==> src/rtl/mem_arbiter_if.sv <==
// Request/acknowledge bundle for both requester ports plus the memory-side strobes.
// slave = arbiter view; master = requesters and memory view.
interface mem_arbiter_if #(
  parameter int AW = 32,
  parameter int DW = 32
);
  logic          cpu_req;
  logic          cpu_we;
  logic [AW-1:0] cpu_adr;
  logic [DW-1:0] cpu_wd;
  logic [DW-1:0] cpu_rd;
  logic          cpu_ack;
  logic          dma_req;
  logic          dma_we;
  logic [AW-1:0] dma_adr;
  logic [DW-1:0] dma_wd;
  logic [DW-1:0] dma_rd;
  logic          dma_ack;
  logic          mem_en;
  logic          mem_we;
  logic [AW-1:0] mem_adr;
  logic [DW-1:0] mem_wd;
  logic [DW-1:0] mem_rd;
  logic          busy;
  logic          owner;

  modport slave (
    input  cpu_req, cpu_we, cpu_adr, cpu_wd,
    output cpu_rd, cpu_ack,
    input  dma_req, dma_we, dma_adr, dma_wd,
    output dma_rd, dma_ack,
    output mem_en, mem_we, mem_adr, mem_wd,
    input  mem_rd,
    output busy, owner
  );

  modport master (
    output cpu_req, cpu_we, cpu_adr, cpu_wd,
    input  cpu_rd, cpu_ack,
    output dma_req, dma_we, dma_adr, dma_wd,
    input  dma_rd, dma_ack,
    input  mem_en, mem_we, mem_adr, mem_wd,
    output mem_rd,
    input  busy, owner
  );
endinterface

==> src/rtl/mem_arbiter.sv <==
// CPU/DMA sharing of one fixed-latency memory, CPU priority with a DMA starvation guard.
// Write acks 2 cycles after the IDLE grant, reads 2+LAT; losing requester simply stays pending.
module mem_arbiter #(
  parameter int AW      = 32,
  parameter int DW      = 32,
  parameter int LAT     = 2,
  parameter int MAXWAIT = 4
) (
  input  logic          clk,
  input  logic          reset,
  mem_arbiter_if.slave  bus
);

  localparam logic [1:0] S_IDLE  = 2'd0;
  localparam logic [1:0] S_ISSUE = 2'd1;
  localparam logic [1:0] S_WAIT  = 2'd2;
  localparam logic [1:0] S_DONE  = 2'd3;

  localparam int CW = (LAT > 1) ? $clog2(LAT) : 1;
  localparam int SW = $clog2(MAXWAIT + 1);
  localparam logic [CW-1:0] CNT_LOAD   = CW'(LAT - 1);
  localparam logic [SW-1:0] STREAK_MAX = SW'(MAXWAIT);

  logic [1:0]    state_q,  state_d;
  logic          owner_q,  owner_d;
  logic          we_q,     we_d;
  logic [AW-1:0] adr_q,    adr_d;
  logic [DW-1:0] wd_q,     wd_d;
  logic [SW-1:0] streak_q, streak_d;
  logic [CW-1:0] cnt_q,    cnt_d;
  logic [DW-1:0] rdata_q,  rdata_d;
  logic          grant_dma;

  // DMA wins a tie only once the CPU has used up its streak allowance.
  assign grant_dma = bus.dma_req && (!bus.cpu_req || (streak_q == STREAK_MAX));

  always_comb begin
    state_d  = state_q;
    owner_d  = owner_q;
    we_d     = we_q;
    adr_d    = adr_q;
    wd_d     = wd_q;
    streak_d = streak_q;
    cnt_d    = cnt_q;
    rdata_d  = rdata_q;
    case (state_q)
      S_IDLE: begin
        if (bus.cpu_req || bus.dma_req) begin
          state_d = S_ISSUE;
          owner_d = grant_dma;
          if (grant_dma) begin
            we_d     = bus.dma_we;
            adr_d    = bus.dma_adr;
            wd_d     = bus.dma_wd;
            streak_d = '0;
          end else begin
            we_d  = bus.cpu_we;
            adr_d = bus.cpu_adr;
            wd_d  = bus.cpu_wd;
            if (!bus.dma_req)
              streak_d = '0;
            else if (streak_q != STREAK_MAX)
              streak_d = streak_q + 1'b1;
          end
        end
      end
      S_ISSUE: begin
        if (we_q) begin
          state_d = S_DONE;
        end else begin
          state_d = S_WAIT;
          cnt_d   = CNT_LOAD;
        end
      end
      S_WAIT: begin
        if (cnt_q == '0) begin
          rdata_d = bus.mem_rd;
          state_d = S_DONE;
        end else begin
          cnt_d = cnt_q - 1'b1;
        end
      end
      default: state_d = S_IDLE;
    endcase
  end

  always_ff @(posedge clk or posedge reset) begin
    if (reset) begin
      state_q  <= S_IDLE;
      owner_q  <= 1'b0;
      we_q     <= 1'b0;
      adr_q    <= '0;
      wd_q     <= '0;
      streak_q <= '0;
      cnt_q    <= '0;
      rdata_q  <= '0;
    end else begin
      state_q  <= state_d;
      owner_q  <= owner_d;
      we_q     <= we_d;
      adr_q    <= adr_d;
      wd_q     <= wd_d;
      streak_q <= streak_d;
      cnt_q    <= cnt_d;
      rdata_q  <= rdata_d;
    end
  end

  // Strobes decode straight from state so an async reset kills them in the same cycle.
  assign bus.mem_en  = (state_q == S_ISSUE);
  assign bus.mem_we  = (state_q == S_ISSUE) && we_q;
  assign bus.mem_adr = adr_q;
  assign bus.mem_wd  = wd_q;
  assign bus.cpu_ack = (state_q == S_DONE) && !owner_q;
  assign bus.dma_ack = (state_q == S_DONE) && owner_q;
  assign bus.cpu_rd  = rdata_q;
  assign bus.dma_rd  = rdata_q;
  assign bus.busy    = (state_q != S_IDLE);
  assign bus.owner   = owner_q;

endmodule

==> src/flat_wrapper.sv <==
// flat-port wrapper written by rule: the top's interface ports become plain ports
module mem_arbiter_flat 
#(
  parameter int AW      = 32,
  parameter int DW      = 32,
  parameter int LAT     = 2,
  parameter int MAXWAIT = 4
)
  (clk, reset, bus_cpu_req, bus_cpu_we, bus_cpu_adr, bus_cpu_wd, bus_cpu_rd, bus_cpu_ack, bus_dma_req, bus_dma_we, bus_dma_adr, bus_dma_wd, bus_dma_rd, bus_dma_ack, bus_mem_en, bus_mem_we, bus_mem_adr, bus_mem_wd, bus_mem_rd, bus_busy, bus_owner);
  mem_arbiter_if #(.AW(AW), .DW(DW)) bus_i ();
  input  logic clk;
  input  logic reset;
  input wire logic [$bits(bus_i.cpu_req)-1:0] bus_cpu_req;
  input wire logic [$bits(bus_i.cpu_we)-1:0] bus_cpu_we;
  input wire logic [$bits(bus_i.cpu_adr)-1:0] bus_cpu_adr;
  input wire logic [$bits(bus_i.cpu_wd)-1:0] bus_cpu_wd;
  output wire logic [$bits(bus_i.cpu_rd)-1:0] bus_cpu_rd;
  output wire logic [$bits(bus_i.cpu_ack)-1:0] bus_cpu_ack;
  input wire logic [$bits(bus_i.dma_req)-1:0] bus_dma_req;
  input wire logic [$bits(bus_i.dma_we)-1:0] bus_dma_we;
  input wire logic [$bits(bus_i.dma_adr)-1:0] bus_dma_adr;
  input wire logic [$bits(bus_i.dma_wd)-1:0] bus_dma_wd;
  output wire logic [$bits(bus_i.dma_rd)-1:0] bus_dma_rd;
  output wire logic [$bits(bus_i.dma_ack)-1:0] bus_dma_ack;
  output wire logic [$bits(bus_i.mem_en)-1:0] bus_mem_en;
  output wire logic [$bits(bus_i.mem_we)-1:0] bus_mem_we;
  output wire logic [$bits(bus_i.mem_adr)-1:0] bus_mem_adr;
  output wire logic [$bits(bus_i.mem_wd)-1:0] bus_mem_wd;
  input wire logic [$bits(bus_i.mem_rd)-1:0] bus_mem_rd;
  output wire logic [$bits(bus_i.busy)-1:0] bus_busy;
  output wire logic [$bits(bus_i.owner)-1:0] bus_owner;
  assign bus_i.cpu_req = bus_cpu_req;
  assign bus_i.cpu_we = bus_cpu_we;
  assign bus_i.cpu_adr = bus_cpu_adr;
  assign bus_i.cpu_wd = bus_cpu_wd;
  assign bus_cpu_rd = bus_i.cpu_rd;
  assign bus_cpu_ack = bus_i.cpu_ack;
  assign bus_i.dma_req = bus_dma_req;
  assign bus_i.dma_we = bus_dma_we;
  assign bus_i.dma_adr = bus_dma_adr;
  assign bus_i.dma_wd = bus_dma_wd;
  assign bus_dma_rd = bus_i.dma_rd;
  assign bus_dma_ack = bus_i.dma_ack;
  assign bus_mem_en = bus_i.mem_en;
  assign bus_mem_we = bus_i.mem_we;
  assign bus_mem_adr = bus_i.mem_adr;
  assign bus_mem_wd = bus_i.mem_wd;
  assign bus_i.mem_rd = bus_mem_rd;
  assign bus_busy = bus_i.busy;
  assign bus_owner = bus_i.owner;
  mem_arbiter #(.AW(AW), .DW(DW), .LAT(LAT), .MAXWAIT(MAXWAIT)) u_core (.clk(clk), .reset(reset), .bus(bus_i));
endmodule
==> config.mk <==
export PLATFORM = sky130hd
export DESIGN_NAME = mem_arbiter_flat
export DESIGN_NICKNAME = d
export VERILOG_FILES = /design/src/rtl/mem_arbiter_if.sv /design/src/rtl/mem_arbiter.sv /design/src/flat_wrapper.sv
export SDC_FILE = /design/constraint.sdc
export NUM_CORES = 1
export LEC_CHECK = 0
export CAP_MARGIN = 20
export CORE_UTILIZATION = 32
export DETAILED_ROUTE_END_ITERATION = 8
export GPL_ROUTABILITY_DRIVEN = 1
export GPL_TIMING_DRIVEN = 0
export MAX_ROUTING_LAYER = met4
export PLACE_DENSITY = 0.7
export RECOVER_POWER = 50
export SLEW_MARGIN = 30
export SYNTH_ARGS = -nofsm -noshare
export SYNTH_HDL_FRONTEND = slang
export SYNTH_SLANG_ARGS = --single-unit
==> constraint.sdc <==
create_clock -name clk -period 4.6 [get_ports clk]
set_input_delay 0.69 -clock clk [delete_from_list [all_inputs] [get_ports clk]]
set_output_delay 0.69 -clock clk [all_outputs]
set_load 0.01 [all_outputs]
Word level (Yosys, flattened, before mapping)
Index checks and enable logic that the tools add are counted.

storage, ports and cells
  flip-flop bits (word level) = 104
  output and inout bits = 134
  logic and storage cells = 49
  input port bits = 166

cells by class
  reduce and logical (&&, ||, !) cells = 16
  equal/unequal tests = 9
  bitwise gates (word level) = 1
  add/sub/neg operators = 2
  muxes and demuxes = 13

operators with widths
  operator             count
  $mux 32              2
  $mux 3               3
  $reduce_and 2->1     4
  $pmux 2 s3           1
  $eq 2x2->1 const B   2
  $logic_and 1x1->1    4
  $mux 1               4
  $mux 2               2
  $ne 2x2->1 const B   2
  $reduce_bool 2->1    2
  $add 3x1->3 const B  1
  $eq 3x3->1 const B   1
  $ne 3x1->1 const B   1
  $ne 3x3->1 const B   1
  $reduce_and 3->1     1
  $eq 2x1->1 const B   1
  $logic_not 1->1      2
  $logic_not 2->1      1
  $logic_or 1x1->1     2
  $ne 2x1->1 const B   1
  $pmux 1 s2           1
  $not 1->1            1
  $sub 1x1->1 const B  1

Depth between registers and ports, before layout
  word-level depth = 5
  mapped depth = 7
  depth with buffers taken out = 5

Worst setup path before layout
OpenSTA, ideal clock, no wires.

  kind = register to register
  start point = reg u_core.state_q[0]
  end point = reg u_core.state_q[0]
  period minus slack after synthesis = 1.630 ns
  buffers on the path = 0
  slack = 2.970 ns
  library setup time = 0.125 ns
  cell stages (with the launch flop) = 6
  arrival time = 1.505 ns
  required time = 4.475 ns
  cell sequence = dfrtp_1 -> inv_1 -> ha_1 -> inv_1 -> o31ai_1 -> mux2_2

on the way
  cells in the longest elaborated chain, start to end = 3
  elaborated cells on any way between the ends = 7
  those cells by class = eq/ne: 4; mux: 1; reduce/logical: 2

ends and longest elaborated chain
  item                                                       line               RTL
  from (decl)                                                mem_arbiter.sv:24  logic [1:0] state_q, state_d;
  from (signal assigned)                                     mem_arbiter.sv:98  state_q <= state_d;
  $eq 2x2->1 / $logic_not 2->1 (equally long branches)       mem_arbiter.sv:46  case (state_q)
  $ne 2x2->1 (no line) / $ne 2x1->1 (equally long branches)  -
  $reduce_and 2->1 (no line)                                 -

Parallel ways exist; a longest one is shown, timed or not.
A chain may end at the register's enable or synchronous reset.

Worst setup path in the final report
  start point = in bus_cpu_req
  end point = reg u_core.adr_q[18], in the netlist u_core.bus.mem_adr[18]

on the way
  cells in the longest elaborated chain, start to end = 4
  elaborated cells on any way between the ends = 6
  those cells by class = mux: 1; reduce/logical: 5

ends and longest elaborated chain
  item                  line                RTL
  from (decl)           flat_wrapper.sv:13  input wire logic [$bits(bus_i.cpu_req)-1:0] bus_cpu_req;
  $logic_not 1->1       mem_arbiter.sv:35   assign grant_dma = bus.dma_req && (!bus.cpu_req || (streak_q == STREAK_MAX));
  $logic_or 1x1->1      mem_arbiter.sv:35
  $logic_and 1x1->1     mem_arbiter.sv:35
  $mux 32               mem_arbiter.sv:51   if (grant_dma) begin
  to (signal assigned)  mem_arbiter.sv:101  adr_q <= adr_d;
  to (decl)             mem_arbiter.sv:27   logic [AW-1:0] adr_q, adr_d;

Parallel ways exist; a longest one is shown, timed or not.

==> results.md <==
- Status: complete, no violations
- Total nets after synthesis: between 600 and 700
- Via count of the first global-routing pass: 5087
- DR WL/cell: 17.0 um
- DR vias: 5088
- Number of sinks handled by clock tree synthesis: approximately 100
- Boundary pin count: 300
- Maximum level of the CTS H-tree: 3
- Number of buffers between clock root and the deepest sink: 2
- Nets: 998
- Total of endpoints with negative setup slack in the final report: 0
- Relative slew margins: between 20% and 30%
- Final worst-path cycle share: 59.2%
- Power density cells: approximately 630 nW/um^2
- Placed Area: between 8000 and 9000 um^2
- Global-route track usage on met1: 26.0%
- Die footprint: approximately 16000 um^2
- Post-CTS setup buffer count: 0
- CP Class: input pin to register
- Shortest clock period the worst path allows after layout: ~2.7 ns
- Count of nets left with antenna violations after detail routing: 0
- DRC violations left: 0
- Placed Cells incl. Taps: around 1000
- Type of the tightest min-delay check: register to register
- Global-route wire length before repair: between 20000 and 30000 um
- Antenna violations before repair: 0
- Routability Congestion: 0.807
- Critical path capture point type: register
- WP data arrival: 2.99 ns
- Sequential fraction of the synthesis area: slightly above 50%
- Post-synth top area share: 51.6%
- Syn Inst Count: 516
- Proportion of power drawn by flip-flops and latches: between 30% and 40%
- GR Util met3: 5.53%
- Post-Synth XOR/XNOR Area: 0%
- Dominant combinational cell family by area after synthesis: compound AO/OA/AOI/OAI gates
- Grt peak-use layer: met2
- Max-slew violations: 0
- Via-per-instance ratio: 4.88
- Routed wire length: 17700 um
- Logic pwr share: roughly 55%
- Leakage power summed over all cells: 3.47 nW
- Effective utilization at floorplan: 33.0%
- Proportion of total power due to net switching: between 30% and 40%
- Layout overhead on the synthesized area: 70.6%
- Post-DP HPWL: roughly 13000 um
- Max Cap Viol: 0
- Hold buffers post-CTS: 0
- Required @ worst endpoint: 4.87 ns
- Chip Width: ~130 um
- Max Fclk: 0.367 GHz
- Simple logic cell fraction of the synthesized area: a little under 6%
- GRT Overall Usage: ~22%
- Clock latency on the worst-skew pair: around 0.34 ns
- Unrepaired setup endpoints after global routing: false
- Average footprint of a synthesized cell: ~10 um^2
- Post-synthesis instance area: ~5000 um^2
- Clock power share: ~14%
- CTS buffer count: 9
- Remaining Overflow, GRT: 0
- Cell row count: 45
- Share of async-settable or async-resettable flops after synthesis: 100%
- Adder-cell share of the synthesized area: 1.49%
- Count of synthesis-stage warnings from yosys: 0
- Clk_skew: around 0.0055 ns
- Leading post-synthesis cells by cell area: sky130_fd_sc_hd__dfrtp_1, sky130_fd_sc_hd__a31oi_1, sky130_fd_sc_hd__mux2_2, sky130_fd_sc_hd__a21oi_1, sky130_fd_sc_hd__o21ai_0
- Starting DRT DRC Count: 183
- Total non-filler cell area in the finished layout: roughly 8600 um^2
- Count of input and output buffers: approximately 300
- Post-layout instance count excluding filler cells: about 1000
- Final hold vios: 0
- Portion of netlist area occupied by mux cells: under 10%
- Maximum resistive drop on vdd: 0.271 mV
- Slew at the pin closest to its max-slew limit: between 1 and 1.5 ns
- Global routing usage on met2: 38.2%
- EDFF count, synth: 0
- Count of instances resized after the clock tree is built: 0
- Area leader, netlist: sky130_fd_sc_hd__dfrtp_1
- Post-Route Setup TNS: 0 ns
- Iteration count of the initial detailed-routing pass: 6
- Complex-gate fraction of the synthesized area: between 20% and 30%
- Largest net degree at the start of global routing: 84
- Area of the core: 15300 um^2
- Chip Height: approximately 130 um
- Critical-path maximum fanout: 10
- Type of element launching the critical path: input pin
- Most used DFF post-synth: sky130_fd_sc_hd__dfrtp_1
- Most instantiated cells after synthesis: sky130_fd_sc_hd__dfrtp_1, sky130_fd_sc_hd__a31oi_1, sky130_fd_sc_hd__nor2_1, sky130_fd_sc_hd__a21oi_1, sky130_fd_sc_hd__o21ai_0
- Number of storage elements in the synthesis netlist: around 100
- Clock transition at the register clock pins on the worst setup and hold paths after CTS: 0.07 ns
- Synth cell types: 28
- Layout filler cell count: 1443
- Cell at the root of the clock tree: sky130_fd_sc_hd__clkbuf_16
- Clock tree from TritonCTS: built
- P_sw: between 1.5 and 2 mW
- Top-count cell post-synth: sky130_fd_sc_hd__dfrtp_1
- Number of diodes added for antenna fixing: 0
- Internal power contribution: between 3 and 4 mW
- Layout cell share with drive strength beyond 1: about 14%
-- power by group through the flow --
stage          combinational, mW  clock, mW  sequential [mW]
2_1_floorplan               1.28          0             1.86
3_3_place_gp                3.07          0             1.68
3_5_place_dp                3.11          0             1.70
4_1_cts                     3.12      0.797             1.69
5_1_grt                     3.24      0.834             1.74
6_report                    3.00      0.781             1.67
-- logic make-up after synthesis --
kind of cell    count (synthesis)
compound gates                208
fa+ha+maj                       6
buf+inv                        88
flops                         104
mux                            34
simple gates                   76
-- cells in the final DEF, fill, tap and decap left out, drive strengths merged --
| cell | n |
|---|---|
| bufinv | 1 |
| clkdlybuf4s50 | 242 |
| inv | 10 |
| nand2b | 1 |
| a21boi | 1 |
| clkbuf | 25 |
| and2 | 1 |
| clkinvlp | 1 |
| dlygate4sd3 | 56 |
| buf | 63 |
| o22ai | 2 |
| mux2 | 34 |
| o31ai | 1 |
| a32o | 2 |
| o21ai | 68 |
| a31oi | 66 |
| nand4 | 1 |
| a21oi | 65 |
| clkinv | 5 |
| dfrtp | 104 |
| nor2b | 1 |
| a21bo | 1 |
| ha | 6 |
| nor2 | 66 |
| a22o | 1 |
| nand2 | 6 |
| o21a | 1 |
-- cell type report --
| type | count | area (um^2) | area share, % |
|---|---|---|---|
| timing repair buffer | 299 | 3010 | 35.0 |
| tap | 211 | 264 | 3.07 |
| sequential | 104 | 2600 | 30.2 |
| clock inverter | 7 | 71.3 | 0.828 |
| buffer | 78 | 490 | 5.70 |
| inverter | 10 | 38.8 | 0.450 |
| multi-input combinational | 324 | 1910 | 22.2 |
| clock buffer | 9 | 225 | 2.62 |
-- path summary, 6_finish.rpt --
path / from / end / slack, ns / cells past startpoint
hold / removal: u_core.bus.mem_adr[5] / u_core.bus.mem_adr[5] / 0.52 / 2
setup reg to reg: u_core.state_q[0] / u_core.bus.mem_adr[18] / 2.38 / 7
hold reg to reg: u_core.bus.mem_adr[5] / u_core.bus.mem_adr[5] / 0.52 / 2
min in group asynchronous: reset / u_core.bus.cpu_rd[2] / 1.00 / 2
setup / recovery: bus_cpu_req / u_core.bus.mem_adr[18] / 1.88 / 6
max in group asynchronous: reset / u_core.bus.mem_adr[2] / 2.67 / 3
-- stage by stage --
stage / hold WS [ns] / power [mW] / utilization (%) / worst slack, ns
floorplan: 0.485 / 3.14 / - / 1.18
global placement: 0.504 / 4.76 / 54.2 / -0.630
detailed placement: 0.517 / 4.81 / 54.4 / 2.20
CTS: 0.529 / 5.60 / 56.3 / 2.04
global route: 0.548 / 5.81 / 56.2 / 1.68
finish: 0.522 / 5.45 / 56.2 / 1.88
-- worst max-delay path: stages --
cell                            delay [ns]
sky130_fd_sc_hd__dlygate4sd3_1        0.63
sky130_fd_sc_hd__o21ai_0              0.55
sky130_fd_sc_hd__clkbuf_1             0.51
sky130_fd_sc_hd__buf_2                0.35
sky130_fd_sc_hd__a31oi_1              0.07
sky130_fd_sc_hd__a21oi_1              0.18
-- registers in the layout (all words and copies together), names as in the netlist --
name / count
u_core.bus.mem_adr: 32
u_core.we_q: 1
u_core.bus.owner: 1
u_core.state_q: 2
u_core.bus.mem_wd: 32
u_core.bus.cpu_rd: 32
u_core.cnt_q: 1
u_core.streak_q: 3
-- per-layer routing --
layer	vias up	share of wire (%)
met1	2398	41
met2	249	49
met5	-	0
met4	0	1.9
met3	23	8.6
li1	2418	-
Power figures use the tool's default switching activity.
